<file path="src/rtl/ftm_nmr_voter.sv">
// N-modular-redundancy write-port voter and recovery sequencer for lockstep cores.
// Optional per-core error statistics: define FTM_NMR_ERR_STATS_EN.
//
// state        | meaning
// -------------+----------------------------------------------------------
// ST_RUN       | normal operation, write ports compared and voted
// ST_RECOVER   | one-cycle debug request to the cores
// ST_WAIT_DONE | waiting for the recovery routine, bounded by TIMEOUT
// ST_RESET     | core reset held for RESET_CYCLES
// ST_FAIL      | unrecoverable, left only through rst_i
module ftm_nmr_voter #(
    parameter int NUM_CORES    = 3,
    parameter int DATA_WIDTH   = 32,
    parameter int ADDR_WIDTH   = 5,
    parameter int MAX_RETRIES  = 3,
    parameter int CLEAN_INSTRS = 64,
    parameter int RESET_CYCLES = 4,
    parameter int TIMEOUT      = 1024
) (
    input  logic                             clk_i,
    input  logic                             rst_i,
    input  logic                             enable_i,
    input  logic [NUM_CORES-1:0]             we_i,
    input  logic [NUM_CORES*ADDR_WIDTH-1:0]  waddr_i,
    input  logic [NUM_CORES*DATA_WIDTH-1:0]  wdata_i,
    input  logic [DATA_WIDTH-1:0]            pc_i,
    input  logic                             valid_instr_i,
    input  logic                             done_i,
    output logic                             voted_we_o,
    output logic [ADDR_WIDTH-1:0]            voted_waddr_o,
    output logic [DATA_WIDTH-1:0]            voted_wdata_o,
    output logic                             mismatch_o,
    output logic [NUM_CORES-1:0]             faulty_mask_o,
    output logic [DATA_WIDTH-1:0]            checkpoint_pc_o,
    output logic                             recover_o,
    output logic                             recovering_o,
    output logic                             reset_o,
    output logic                             fail_o,
    output logic [NUM_CORES*8-1:0]           err_cnt_o
);

    localparam int TW  = 1 + ADDR_WIDTH + DATA_WIDTH;
    localparam int RW  = (MAX_RETRIES < 1) ? 1 : $clog2(MAX_RETRIES + 1);
    localparam int CW  = $clog2(CLEAN_INSTRS + 1);
    localparam int TOW = (TIMEOUT < 2) ? 1 : $clog2(TIMEOUT);
    localparam int RCW = (RESET_CYCLES < 2) ? 1 : $clog2(RESET_CYCLES);

    typedef enum logic [2:0] {
        ST_RUN,
        ST_RECOVER,
        ST_WAIT_DONE,
        ST_RESET,
        ST_FAIL
    } state_t;

    state_t state_q, state_d;

    logic [TW-1:0]        tuple [NUM_CORES];
    logic [3:0]           agree [NUM_CORES];
    logic [TW-1:0]        maj_t;
    logic [TW-1:0]        voted_t;
    logic                 maj_found;
    logic                 all_equal;
    logic                 compare_active;
    logic                 mismatch_d;
    logic                 clean_hit;
    logic [NUM_CORES-1:0] new_mask;

    logic [RW-1:0]        retry_q;
    logic [CW-1:0]        clean_q;
    logic [TOW-1:0]       tmo_q;
    logic [RCW-1:0]       rcnt_q;

    // Address and data only take part in the comparison when the core writes.
    always_comb begin
        for (int k = 0; k < NUM_CORES; k++) begin
            tuple[k] = '0;
            if (we_i[k]) begin
                tuple[k] = {1'b1, waddr_i[k*ADDR_WIDTH +: ADDR_WIDTH],
                            wdata_i[k*DATA_WIDTH +: DATA_WIDTH]};
            end
        end
    end

    always_comb begin
        for (int k = 0; k < NUM_CORES; k++) begin
            agree[k] = '0;
            for (int j = 0; j < NUM_CORES; j++) begin
                if (tuple[j] == tuple[k]) agree[k] = agree[k] + 4'd1;
            end
        end
    end

    always_comb begin
        all_equal = 1'b1;
        maj_found = 1'b0;
        maj_t     = '0;
        for (int k = 0; k < NUM_CORES; k++) begin
            if (tuple[k] != tuple[0]) all_equal = 1'b0;
            if (!maj_found && (agree[k] > 4'(NUM_CORES / 2))) begin
                maj_found = 1'b1;
                maj_t     = tuple[k];
            end
        end
    end

    assign compare_active = (state_q == ST_RUN) && enable_i;
    assign mismatch_d     = compare_active && !all_equal;
    assign clean_hit      = (state_q == ST_RUN) && valid_instr_i && !mismatch_d;

    always_comb begin
        voted_t  = {we_i[0], waddr_i[ADDR_WIDTH-1:0], wdata_i[DATA_WIDTH-1:0]};
        new_mask = '0;
        if (compare_active) begin
            if (maj_found) begin
                voted_t = maj_t;
                for (int j = 0; j < NUM_CORES; j++) begin
                    new_mask[j] = (tuple[j] != maj_t);
                end
            end else begin
                voted_t         = tuple[0];
                voted_t[TW-1]   = 1'b0;
                new_mask        = '1;
            end
        end
    end

    always_comb begin
        state_d      = state_q;
        recover_o    = 1'b0;
        recovering_o = 1'b0;
        reset_o      = 1'b0;
        fail_o       = 1'b0;
        case (state_q)
            ST_RUN: begin
                if (mismatch_d) begin
                    state_d = (retry_q == RW'(MAX_RETRIES)) ? ST_FAIL : ST_RECOVER;
                end
            end
            ST_RECOVER: begin
                recover_o    = 1'b1;
                recovering_o = 1'b1;
                state_d      = ST_WAIT_DONE;
            end
            ST_WAIT_DONE: begin
                recovering_o = 1'b1;
                if (done_i)             state_d = ST_RESET;
                else if (tmo_q == '0)   state_d = ST_FAIL;
            end
            ST_RESET: begin
                reset_o      = 1'b1;
                recovering_o = 1'b1;
                if (rcnt_q == '0) state_d = ST_RUN;
            end
            ST_FAIL: begin
                fail_o = 1'b1;
            end
            default: state_d = ST_RUN;
        endcase
    end

    always_ff @(posedge clk_i) begin
        if (rst_i) begin
            state_q         <= ST_RUN;
            voted_we_o      <= 1'b0;
            voted_waddr_o   <= '0;
            voted_wdata_o   <= '0;
            mismatch_o      <= 1'b0;
            faulty_mask_o   <= '0;
            checkpoint_pc_o <= '0;
            retry_q         <= '0;
            clean_q         <= '0;
            tmo_q           <= TOW'(TIMEOUT - 1);
            rcnt_q          <= RCW'(RESET_CYCLES - 1);
        end else begin
            state_q       <= state_d;
            voted_we_o    <= voted_t[TW-1];
            voted_waddr_o <= voted_t[DATA_WIDTH +: ADDR_WIDTH];
            voted_wdata_o <= voted_t[DATA_WIDTH-1:0];
            mismatch_o    <= mismatch_d;

            if (state_q == ST_RESET && state_d == ST_RUN) faulty_mask_o <= '0;
            else if (mismatch_d)                          faulty_mask_o <= faulty_mask_o | new_mask;

            if (clean_hit) checkpoint_pc_o <= pc_i;

            // A mismatch always wins over a clean-window completion.
            if (mismatch_d) begin
                clean_q <= '0;
                if (state_d == ST_RECOVER) retry_q <= retry_q + 1'b1;
            end else if (clean_hit) begin
                if (clean_q == CW'(CLEAN_INSTRS - 1)) begin
                    clean_q <= '0;
                    retry_q <= '0;
                end else begin
                    clean_q <= clean_q + 1'b1;
                end
            end

            tmo_q  <= (state_q == ST_WAIT_DONE) ? tmo_q - 1'b1  : TOW'(TIMEOUT - 1);
            rcnt_q <= (state_q == ST_RESET)     ? rcnt_q - 1'b1 : RCW'(RESET_CYCLES - 1);
        end
    end

`ifdef FTM_NMR_ERR_STATS_EN
    logic [7:0] err_q [NUM_CORES];

    always_ff @(posedge clk_i) begin
        if (rst_i) begin
            for (int k = 0; k < NUM_CORES; k++) err_q[k] <= '0;
        end else begin
            for (int k = 0; k < NUM_CORES; k++) begin
                if (mismatch_d && new_mask[k] && !faulty_mask_o[k] && err_q[k] != 8'hFF) begin
                    err_q[k] <= err_q[k] + 8'd1;
                end
            end
        end
    end

    always_comb begin
        err_cnt_o = '0;
        for (int k = 0; k < NUM_CORES; k++) err_cnt_o[k*8 +: 8] = err_q[k];
    end
`else
    assign err_cnt_o = '0;
`endif

endmodule

</file>
<file path="config.mk">
export PLATFORM = sky130hd
export DESIGN_NAME = ftm_nmr_voter
export DESIGN_NICKNAME = d
export VERILOG_FILES = /design/src/rtl/ftm_nmr_voter.sv
export SDC_FILE = /design/constraint.sdc
export NUM_CORES = 1
export LEC_CHECK = 0
export BUFFER_PORTS_ARGS = -buffer_cell sky130_fd_sc_hd__buf_2
export CAP_MARGIN = 20
export CORE_MARGIN = 2
export CORE_UTILIZATION = 50
export CTS_CLUSTER_SIZE = 10
export DETAILED_ROUTE_END_ITERATION = 10
export HOLD_SLACK_MARGIN = 0.12
export PLACE_DENSITY = 0.81
export SLEW_MARGIN = 20
export SYNTH_ARGS = -nofsm -noshare
export SYNTH_HDL_FRONTEND = slang
export SYNTH_SLANG_ARGS = --single-unit
</file>
<file path="constraint.sdc">
create_clock -name clk_i -period 2.6 [get_ports clk_i]
set_input_delay 0 -clock clk_i [delete_from_list [all_inputs] [get_ports clk_i]]
set_output_delay 0 -clock clk_i [all_outputs]
set_load 0.05 [all_outputs]
</file>
======== Word level (Yosys, flattened, before mapping) ========
Index checks and enable logic that the tools add are counted.
storage, ports and cells
  register bits after elaboration ......... 98
  input port bits ......................... 151
  output and inout bits ................... 102
  word-level logic and storage cells ...... 104
cells by class
  $add $sub $neg .......................... 9
  $lt $le $gt $ge ......................... 3
  equal/unequal tests ..................... 19
  multiplexer cells ....................... 36
  bitwise logic cells ..................... 3
  reduce and logical (&&, ||, !) cells .... 23
operator list
  cell                                                            number
  2-to-1 mux 38 bit                                               8
  equality test 38 bit                                            6
  != test 38 bit                                                  5
  2-to-1 mux 3 bit                                                7
  adder 4 x 1 -> 4 bit (second input constant)                    5
  case mux 3 bit (5 select lines)                                 1
  greater-than comparator 4 x 1 -> 1 bit (second input constant)  3
  2-to-1 mux 4 bit                                                3
  2-to-1 mux 1 bit                                                11
  zero test 10 bit                                                1
  2-to-1 mux 2 bit                                                5
  subtractor 10 x 1 -> 10 bit (second input constant)             1
  OR reduction 2 bit                                              4
  adder 7 x 1 -> 7 bit (second input constant)                    1
  equality test 7 x 6 -> 1 bit (second input constant)            1
  logical AND 1 bit                                               7
  2-to-1 mux 7 bit                                                1
  equality test 3 x 1 -> 1 bit (second input constant)            2
  equality test 3 x 2 -> 1 bit (second input constant)            2
  zero test 3 bit                                                 2
  zero test 1 bit                                                 4
  nonzero test 2 bit                                              2
  equality test 3 bit (second input constant)                     1
  bitwise OR 3 bit                                                1
  8 further kinds                                                 9

======== Depth between registers and ports, before layout ========
Gate-level depths: netlist (run 1).
  depth in word-level cells ............... 17
  depth in mapped cells ................... 14
  mapped depth without buffers ............ 8

======== Worst setup path before layout (run 1) ========
No wires, ideal clock.
  path kind ............................... input -> register
  from .................................... input port we_i[1]
  to ...................................... register voted_waddr_o[0]
  setup time .............................. 0.132 ns
  data arrival time ....................... 2.097 ns
  required time ........................... 2.468 ns
  path slack .............................. 0.370 ns
  cell stages on the path ................. 11
  buffers on the path ..................... 3
  cell sequence ........................... buf_4 -> buf_6 -> nand2_2 -> a2111oi_2 -> and4bb_1 -> a31oi_1 -> or4_4 -> o21ai_2 -> buf_4 -> a21bo_2 -> a31oi_1
on the way
  longest elaborated chain between the ends .. 15
  elaborated cells between the ends (all ways) .. 29
  classes of those cells .................. 4 x add/sub; 3 x order compare; 4 x eq/ne; 14 x mux; 4 x reduce/logical
ends and longest elaborated chain
  element                                                                        RTL line  RTL
  from (decl)                                                                    23        input logic [NUM_CORES-1:0] we_i,
  2-to-1 mux 38 bit *                                                            78        if (we_i[k]) begin
  parallel branches: the longest is 12 deep, another holds adder 4 x 1 -> 4 bit  n/a
  2-to-1 mux 38 bit *                                                            115       if (maj_found) begin
  2-to-1 mux 38 bit *                                                            114       if (compare_active) begin
  to (signal assigned)                                                           178       voted_waddr_o <= voted_t[DATA_WIDTH +: ADDR_WIDTH];
  to (decl)                                                                      30        output logic [ADDR_WIDTH-1:0] voted_waddr_o,
Mark *: on every way between the ends.
A chain may end at the register's enable or synchronous reset.

======== Worst setup path in the final report (run 1) ========
  from .................................... input port wdata_i[5]
  to ...................................... register clean_q[5]
on the way
  longest elaborated chain between the ends .. 8
  elaborated cells between the ends (all ways) .. 10
  classes of those cells .................. 2 x eq/ne; 3 x mux; 5 x reduce/logical
ends and longest elaborated chain
  element               RTL line  RTL
  from (decl)           25        input logic [NUM_CORES*DATA_WIDTH-1:0] wdata_i,
  2-to-1 mux 38 bit *   78
  != test 38 bit        99        if (tuple[k] != tuple[0]) all_equal = 1'b0;
  2-to-1 mux 1 bit      99
  2-to-1 mux 1 bit *    99
  zero test 1 bit *     108       assign mismatch_d = compare_active && !all_equal;
  logical AND 1 bit *   108
  zero test 1 bit       109       assign clean_hit = (state_q == ST_RUN) && valid_instr_i && !mismatch_d;
  logical AND 1 bit     109
  to (signal assigned)  196       clean_q <= clean_q + 1'b1;
  to (decl)             70        logic [CW-1:0] clean_q;
Every way passes the cells marked *; elsewhere a longest branch is shown, timed or not.

==> impl_results.md, run 1 <==
- DRT Pass-1 Iters: 7
- Slowest cell on the critical path: dlygate4sd3_1
- Peak VDD IR: just over 0.3 mV
- Count of input and output buffers: about 230
- Number of global-route vias before repair: 8286
- Least-Margin Pin Slew: 0.777 ns
- Hold path depth: 4
- Wire per inst: roughly 22 microns
- Crit path kind: primary input to register
- # diodes: 0
- Gr ovfl total: 0
- Finished Cell Area: 0.00970 sq mm
- Final non-filler cell total: 1395
- Worst setup EP type: register
- Reg power frac: 0.339
- Die footprint: approximately 0.014 sq mm
- Post-synth top area share: 0.299
- H-tree depth: 3
- Vert. Die Dim: 119 microns
- CP Cell Sequence: dlygate4sd3_1 > buf_2 > nor4_1 > and3_1 > a31oi_1 > o41ai_2 > and4bb_2 > a31oi_4 > clkbuf_2 > or3_1 > a21oi_1
- Data arrival, critical path: 2.87 ns
- Final ANT Viol Nets: 0
- Rows: 41
- Commonest non-fill, non-tap cell in the layout: buf_2
- Tcrit/Tclk final: 0.992
- Design Power: between 4 and 5 mW
- Sequential area share after synthesis: 0.299
- Starting density of the core: 0.516
- Clock Power Share: 0.268
- Mapped Area: 0.00656 sq mm
- Clock period minus worst slack: ~2.6 ns
- Relative slew slack: 0.482
- Crit start category: primary input
- Pwr per Cell Area: just over 500 mW/mm^2
- Final routed DRC violation total: 0
- Detailed Place HPWL: between 20000 and 25000 microns
- WHS Endpoint: voted_wdata_o[15]
- CORE AREA: 0.0127 sq mm
- Number of buffers created by CTS: 9
- Setup-failing EPs final: 0
- Cell taking the most area after synthesis: dfxtp_1
- Syn Inst Count: 855
- CTS clk-pin slew, worst paths: 0.08 ns
- Worst-skew pair later-pin latency: 0.36 ns
- Via density: 6.30
- Yosys reg bits: 98
- Ranking of synthesized cells by area: dfxtp_1 (30%), o21ai_0 (5.4%), a31oi_1 (4.1%)
- Placed insts: 1278
- Layout cells sized above 1: 0.310
- Worst r2r src: state_q[0]
- Status: completed
- Synth unique cells: 66
- Fill cells: 974
- Die span in x: 119 microns
- Post-DP Area: between 0.008 and 0.009 sq mm
- Crit Path Max Fanout: 5
- Slew Limit Fails: 0
- Switching power: a little under 2 mW
- Area grow syn2layout: 47.9%
- TritonCTS clock tree: done
- Hold_sp: wdata_i[15]
- Fin nets: 1373
- Fin util: 0.763
- Global-route wire length before repair: 43800 microns
- Post-synth EDFFs: 0
- Max-Cap Viols: 0
- Final Wtd Congestion: between 1 and 1.5
- Root buffer cell: clkbuf_16
- CP max stage delay: 0.53 ns
- R2R setup slack: between 0.3 and 0.4 ns
- Peak Freq: 388 MHz
- FF-to-FF End: voted_waddr_o[3]
- Detailed-route wire length: 30000 microns
- Worst reg2reg path depth: 8
- Largest net degree at the start of global routing: 46
- Syn. warnings: 0
- Setup ws final: approximately 0.02 ns
- Top Ports: around 250
- Most frequent cells in the layout: buf_2 (224), dfxtp_1 (98), dlygate4sd3_1 (92)
- Pre-CTS WS: -0.0652 ns
- Iteration-0 DRC Markers: between 1000 and 1500
- Initial antenna violation count: 0
- Vias: just under 9000
- Clk sink count: 98
- Fin. Hold Viols: 0
- Ys async rst share: 0
- Sw Ratio: 0.402
- Clock Skews: 0.00906 ns
- Req. time, crit path: 2.89 ns
- Leakage: 4.32 nW
- Internal power: 2.96 mW
- Mean Syn Cell Area: ~7.7 sq um
- Gr usage total: 0.395
- Combinational share of power: 0.393
- Main synth FF type: dfxtp_1
- Hold Crit Class: primary input to register
- Clock Path Buffers: 2
[logic make-up (layout without fill, tap and decap cells)]
group / count (synthesis) / after routing / share of synthesized area
compound gates: 289 / 289 / 0.296
xor+xnor: 22 / 22 / 0.0294
fa+ha+maj: 4 / 4 / 0.00763
buf+inv: 127 / 472 / 0.0942
flops: 98 / 98 / 0.299
other cells: 1 / 24 / 0.000572
simple gates: 314 / 314 / 0.273
[cell usage after synthesis (all sizes together) (12+ instances only)]
cell type	count
a21bo	19
a21o	13
a21oi	52
a22o	13
a22oi	25
a31oi	43
buf	40
clkbuf	40
dfxtp	98
inv	47
nand2	67
nand2b	18
nand3	47
nand3b	30
nand4	40
nor2	20
nor2b	30
o21ai	72
xnor2	12
[metal layers]
| metal | track usage | up-vias | part of all wire |
|---|---|---|---|
| met1 | 0.468 | 3931 | 0.35 |
| met4 | 0.227 | 0 | 0.071 |
| li1 | - | 3871 | - |
| met2 | 0.651 | 793 | 0.46 |
| met3 | 0.0912 | 193 | 0.12 |
| met5 | 0 | - | 0 |
[how the worst max path moves through the flow]
stage	cells past startpoint	from	slack, ns	end
2_1_floorplan	11	we_i[1]	0.37	voted_waddr_o[0]
3_3_place_gp	11	waddr_i[1]	0.02	checkpoint_pc_o[28]
3_5_place_dp	11	waddr_i[1]	-0.07	checkpoint_pc_o[23]
4_1_cts	11	wdata_i[45]	0.02	voted_waddr_o[3]
5_1_grt	11	wdata_i[27]	-0.15	clean_q[5]
6_report	11	wdata_i[5]	0.02	clean_q[5]
[sequential cells by signal, summed over array words and instances, names as in the netlist, 2 cells and up]
signal	count
state_q	3
tmo_q	10
voted_waddr_o	5
rcnt_q	2
clean_q	7
voted_wdata_o	32
faulty_mask_o	3
checkpoint_pc_o	32
retry_q	2
[power by group through the flow]
stage          Combinational, mW  Sequential, mW  Clock (mW)
6_report                    1.94            1.68        1.33
5_1_grt                     2.02            1.69        1.39
4_1_cts                     1.78            1.67        1.33
3_5_place_dp                1.67            1.70           0
3_3_place_gp                1.66            1.70           0
2_1_floorplan              0.733            2.05           0
[cell type report]
type / count / area [sq um] / area share
repair buffers: 409 / 2900 / 0.299
multi-input cells: 653 / 4170 / 0.429
well taps: 172 / 215 / 0.0222
inverters: 47 / 176 / 0.0182
clock inverters: 7 / 60.1 / 0.00619
flip-flops and latches: 98 / 1960 / 0.202
clock buffers: 9 / 225 / 0.0232
[repair_timing]
action                                  4_1_cts  5_1_grt
resized for setup                             0       41
hold buffers                                 92        3
hold endpoints to repair                     69        2
setup buffers                                 0        5
endpoints found under the setup margin        0       80
[worst max-delay path: cells and delay by family]
kind | cells | cell delay (ns)
AND/OR/NAND/NOR | 4 | 1.24
buffers and inverters | 3 | 0.84
AO/OA/AOI/OAI | 4 | 0.79
[metrics by stage]
| stage | hold WS (ns) | setup TNS (ns) |
|---|---|---|
| after floorplan | 0.126 | 0 |
| after global placement | 0.254 | 0 |
| after detailed placement | 0.260 | -0.652 |
| after CTS | -0.0360 | 0 |
| after global routing | 0.130 | -4.90 |
| final | 0.116 | 0 |
Note: power is estimated with default switching activity, not from simulation.
==> inputs of run 2 (changes only) <==
Settings changed: SETUP_SLACK_MARGIN set to 0.1.
==> run 2 against run 1 <==
Net effect: the run now ends with hold timing left; combinational power barely moved; via count rose by 1.0%; worst setup slack improved by 0.0060 ns; wire length rose by 0.63%; core utilization rose by 0.36 points; flip-flop and latch count did not move; fmax rose by 0.23%; final area rose by 0.48%; clock skew rose by 0.00062 ns; first-iteration DRC count fell by 6.8%; clock power barely moved; critical endpoint is now checkpoint_pc_o[20].
==> impl_results.md, run 2 (synthesis gave the netlist of run 1 again) <==
- CTS clk-pin slew, worst paths: 0.08 ns (about the same)
- Initial antenna violation count: 0 (unchanged)
- Crit start category: primary input
- Placed insts: 1278 (unchanged)
- Via density: 6.34 (+0.65%)
- Critical path buffers and inverters: 5 (+2)
- Clock Path Buffers: 2 (unchanged)
- TritonCTS clock tree: done
- Worst-skew pair later-pin latency: 0.36 ns (about the same)
- Pre-CTS WS: -0.0652 ns (unchanged)
- Final ANT Viol Nets: 0 (unchanged)
- Fill cells: 972 (-0.21%)
- Number of buffers created by CTS: 9 (unchanged)
- Hold Crit Class: primary input to register
- Peak Freq: 388 MHz (+0.23%)
- Die span in x: 119 microns (unchanged)
- Slew Limit Fails: 0 (unchanged)
- Worst setup EP type: register
- Gr usage total: 0.394 (-0.000956)
- Finished Cell Area: 0.00975 sq mm (+0.48%)
- Layout cells sized above 1: 0.314 (+0.00388)
- Crit Path Max Fanout: 19 (+14)
- Root buffer cell: clkbuf_16
- Top Ports: 253 (unchanged)
- Pwr per Cell Area: 508 mW/mm^2 (-0.38%)
- Peak VDD IR: 0.304 mV (-2.1%)
- CORE AREA: 0.0127 sq mm (unchanged)
- Setup ws final: 0.0257 ns (+0.00601 ns)
- Delay-heaviest family, CP: compound AO/OA/AOI/OAI gates
- Fin nets: 1377 (+0.29%)
- Clk sink count: 98 (unchanged)
- Final non-filler cell total: 1400 (+0.36%)
- Slowest cell on the critical path: dlygate4sd3_1
- Die footprint: 0.0141 sq mm (unchanged)
- Fin. Hold Viols: 1 (+1)
- Number of global-route vias before repair: 8287 (+0.012%)
- Data arrival, critical path: 2.84 ns (-0.03 ns)
- Clock Skews: 0.00967 ns (+0.000616 ns)
- CP max stage delay: 0.55 ns (+0.02 ns)
- Setup-failing EPs final: 0 (unchanged)
- Fin util: 0.766 (+0.00364)
- Vert. Die Dim: 119 microns (unchanged)
- Commonest non-fill, non-tap cell in the layout: buf_2
- Detailed Place HPWL: 20400 microns (unchanged)
- Clock period minus worst slack: 2.57 ns (-0.00601 ns)
- Detailed-route wire length: 30200 microns (+0.63%)
- Violated checks: hold timing
- Vias: 8877 (+1.0%)
- Tcrit/Tclk final: 0.990 (-0.00231)
- Iteration-0 DRC Markers: 1352 (-6.8%)
- Design Power: 4.95 mW (about the same)
- Largest net degree at the start of global routing: 46 (unchanged)
- Regs by FF count: checkpoint_pc_o x32, voted_wdata_o x32, tmo_q x10
- Rows: 41 (unchanged)
- H-tree depth: 3 (unchanged)
- Worst hold slack: -0.0355 ns (-0.152 ns)
- Req. time, crit path: 2.87 ns (-0.02 ns)
- Crit path kind: primary input to register
- Wire per inst: 21.6 microns (+0.27%)
- Status: finished with violations
- Gr ovfl total: 0 (unchanged)
- Most frequent cells in the layout: buf_2 (227), dfxtp_1 (98), dlygate4sd3_1 (92)
- Area grow syn2layout: 48.6%
- Least-Margin Pin Slew: 0.773 ns (-0.00386 ns)
- Starting density of the core: 0.516 (unchanged)
- Global-route wire length before repair: 43700 microns (-0.22%)
- CP Cell Sequence: buf_2 > dlygate4sd3_1 > buf_4 > nor2b_1 > a2111oi_1 > nand4_1 > o21ai_0 > and4bb_4 > buf_4 > a31o_4 > buf_12 > nand3_1 > a21oi_1
- Final Wtd Congestion: 1.13 (unchanged)
- Relative slew slack: 0.485 (+0.00258)
- Setup_tns: 0 ns (unchanged)
- Post-DP Area: 0.00826 sq mm (unchanged)
- Cell repeated most along the worst path: buf_4
- Count of input and output buffers: 228 (unchanged)
- DRT Pass-1 Iters: 8 (+1)
- Final routed DRC violation total: 0 (unchanged)
- Max-Cap Viols: 0 (unchanged)
- Leakage: 4.35 nW (+0.63%)
-- run 2: worst paths after layout --
path	from	end	slack (ns)	cells after the start
worst max-delay path	wdata_i[14]	checkpoint_pc_o[20]	0.03	13
worst max register to register	state_q[0]	state_q[2]	0.27	8
worst min register to register	rcnt_q[0]	rcnt_q[0]	0.39	1
worst min-delay path	wdata_i[5]	voted_wdata_o[5]	-0.04	3
-- run 2: metal layers --
metal,track usage,wire (microns),vias to the layer above
li1,-,-,3885
met1,0.469,10700,4032
met2,0.652,13700,782
met3,0.0840,3660,178
met4,0.228,2150,0
met5,0,0,-
-- run 2: power by group --
part           switching [mW]  internal [mW]  total [mW]
combinational            1.27          0.668        1.94
sequential             0.0616           1.62        1.68
clock                   0.665          0.667        1.33
total                    2.00           2.95        4.95
-- run 2: worst register-to-register path: stages (launching register included) --
cell and delay [ns]:
dfxtp_1 0.35, or2_2 0.34, nor2_1 0.26, nand2_1 0.29, a31oi_4 0.38, buf_4 0.17, buf_4 0.11, nand2_1 0.05
a221oi_1 0.28
-- run 2: layout make-up --
cell class | count | area [sq um] | area share
flip-flops and latches | 98 | 1960 | 0.201
repair buffers | 413 | 2920 | 0.299
clock inverters | 7 | 60.1 | 0.00616
inverters | 47 | 176 | 0.0181
diodes | 1 | 2.50 | 0.000257
well taps | 172 | 215 | 0.0221
multi-input cells | 653 | 4190 | 0.430
clock buffers | 9 | 225 | 0.0231
-- run 2: what timing repair did --
action,CTS,global route
gates resized for setup,0,40
setup buffers,0,8
hold buffers,90,5
endpoints found under the hold margin,69,3
endpoints found under the setup margin,0,80
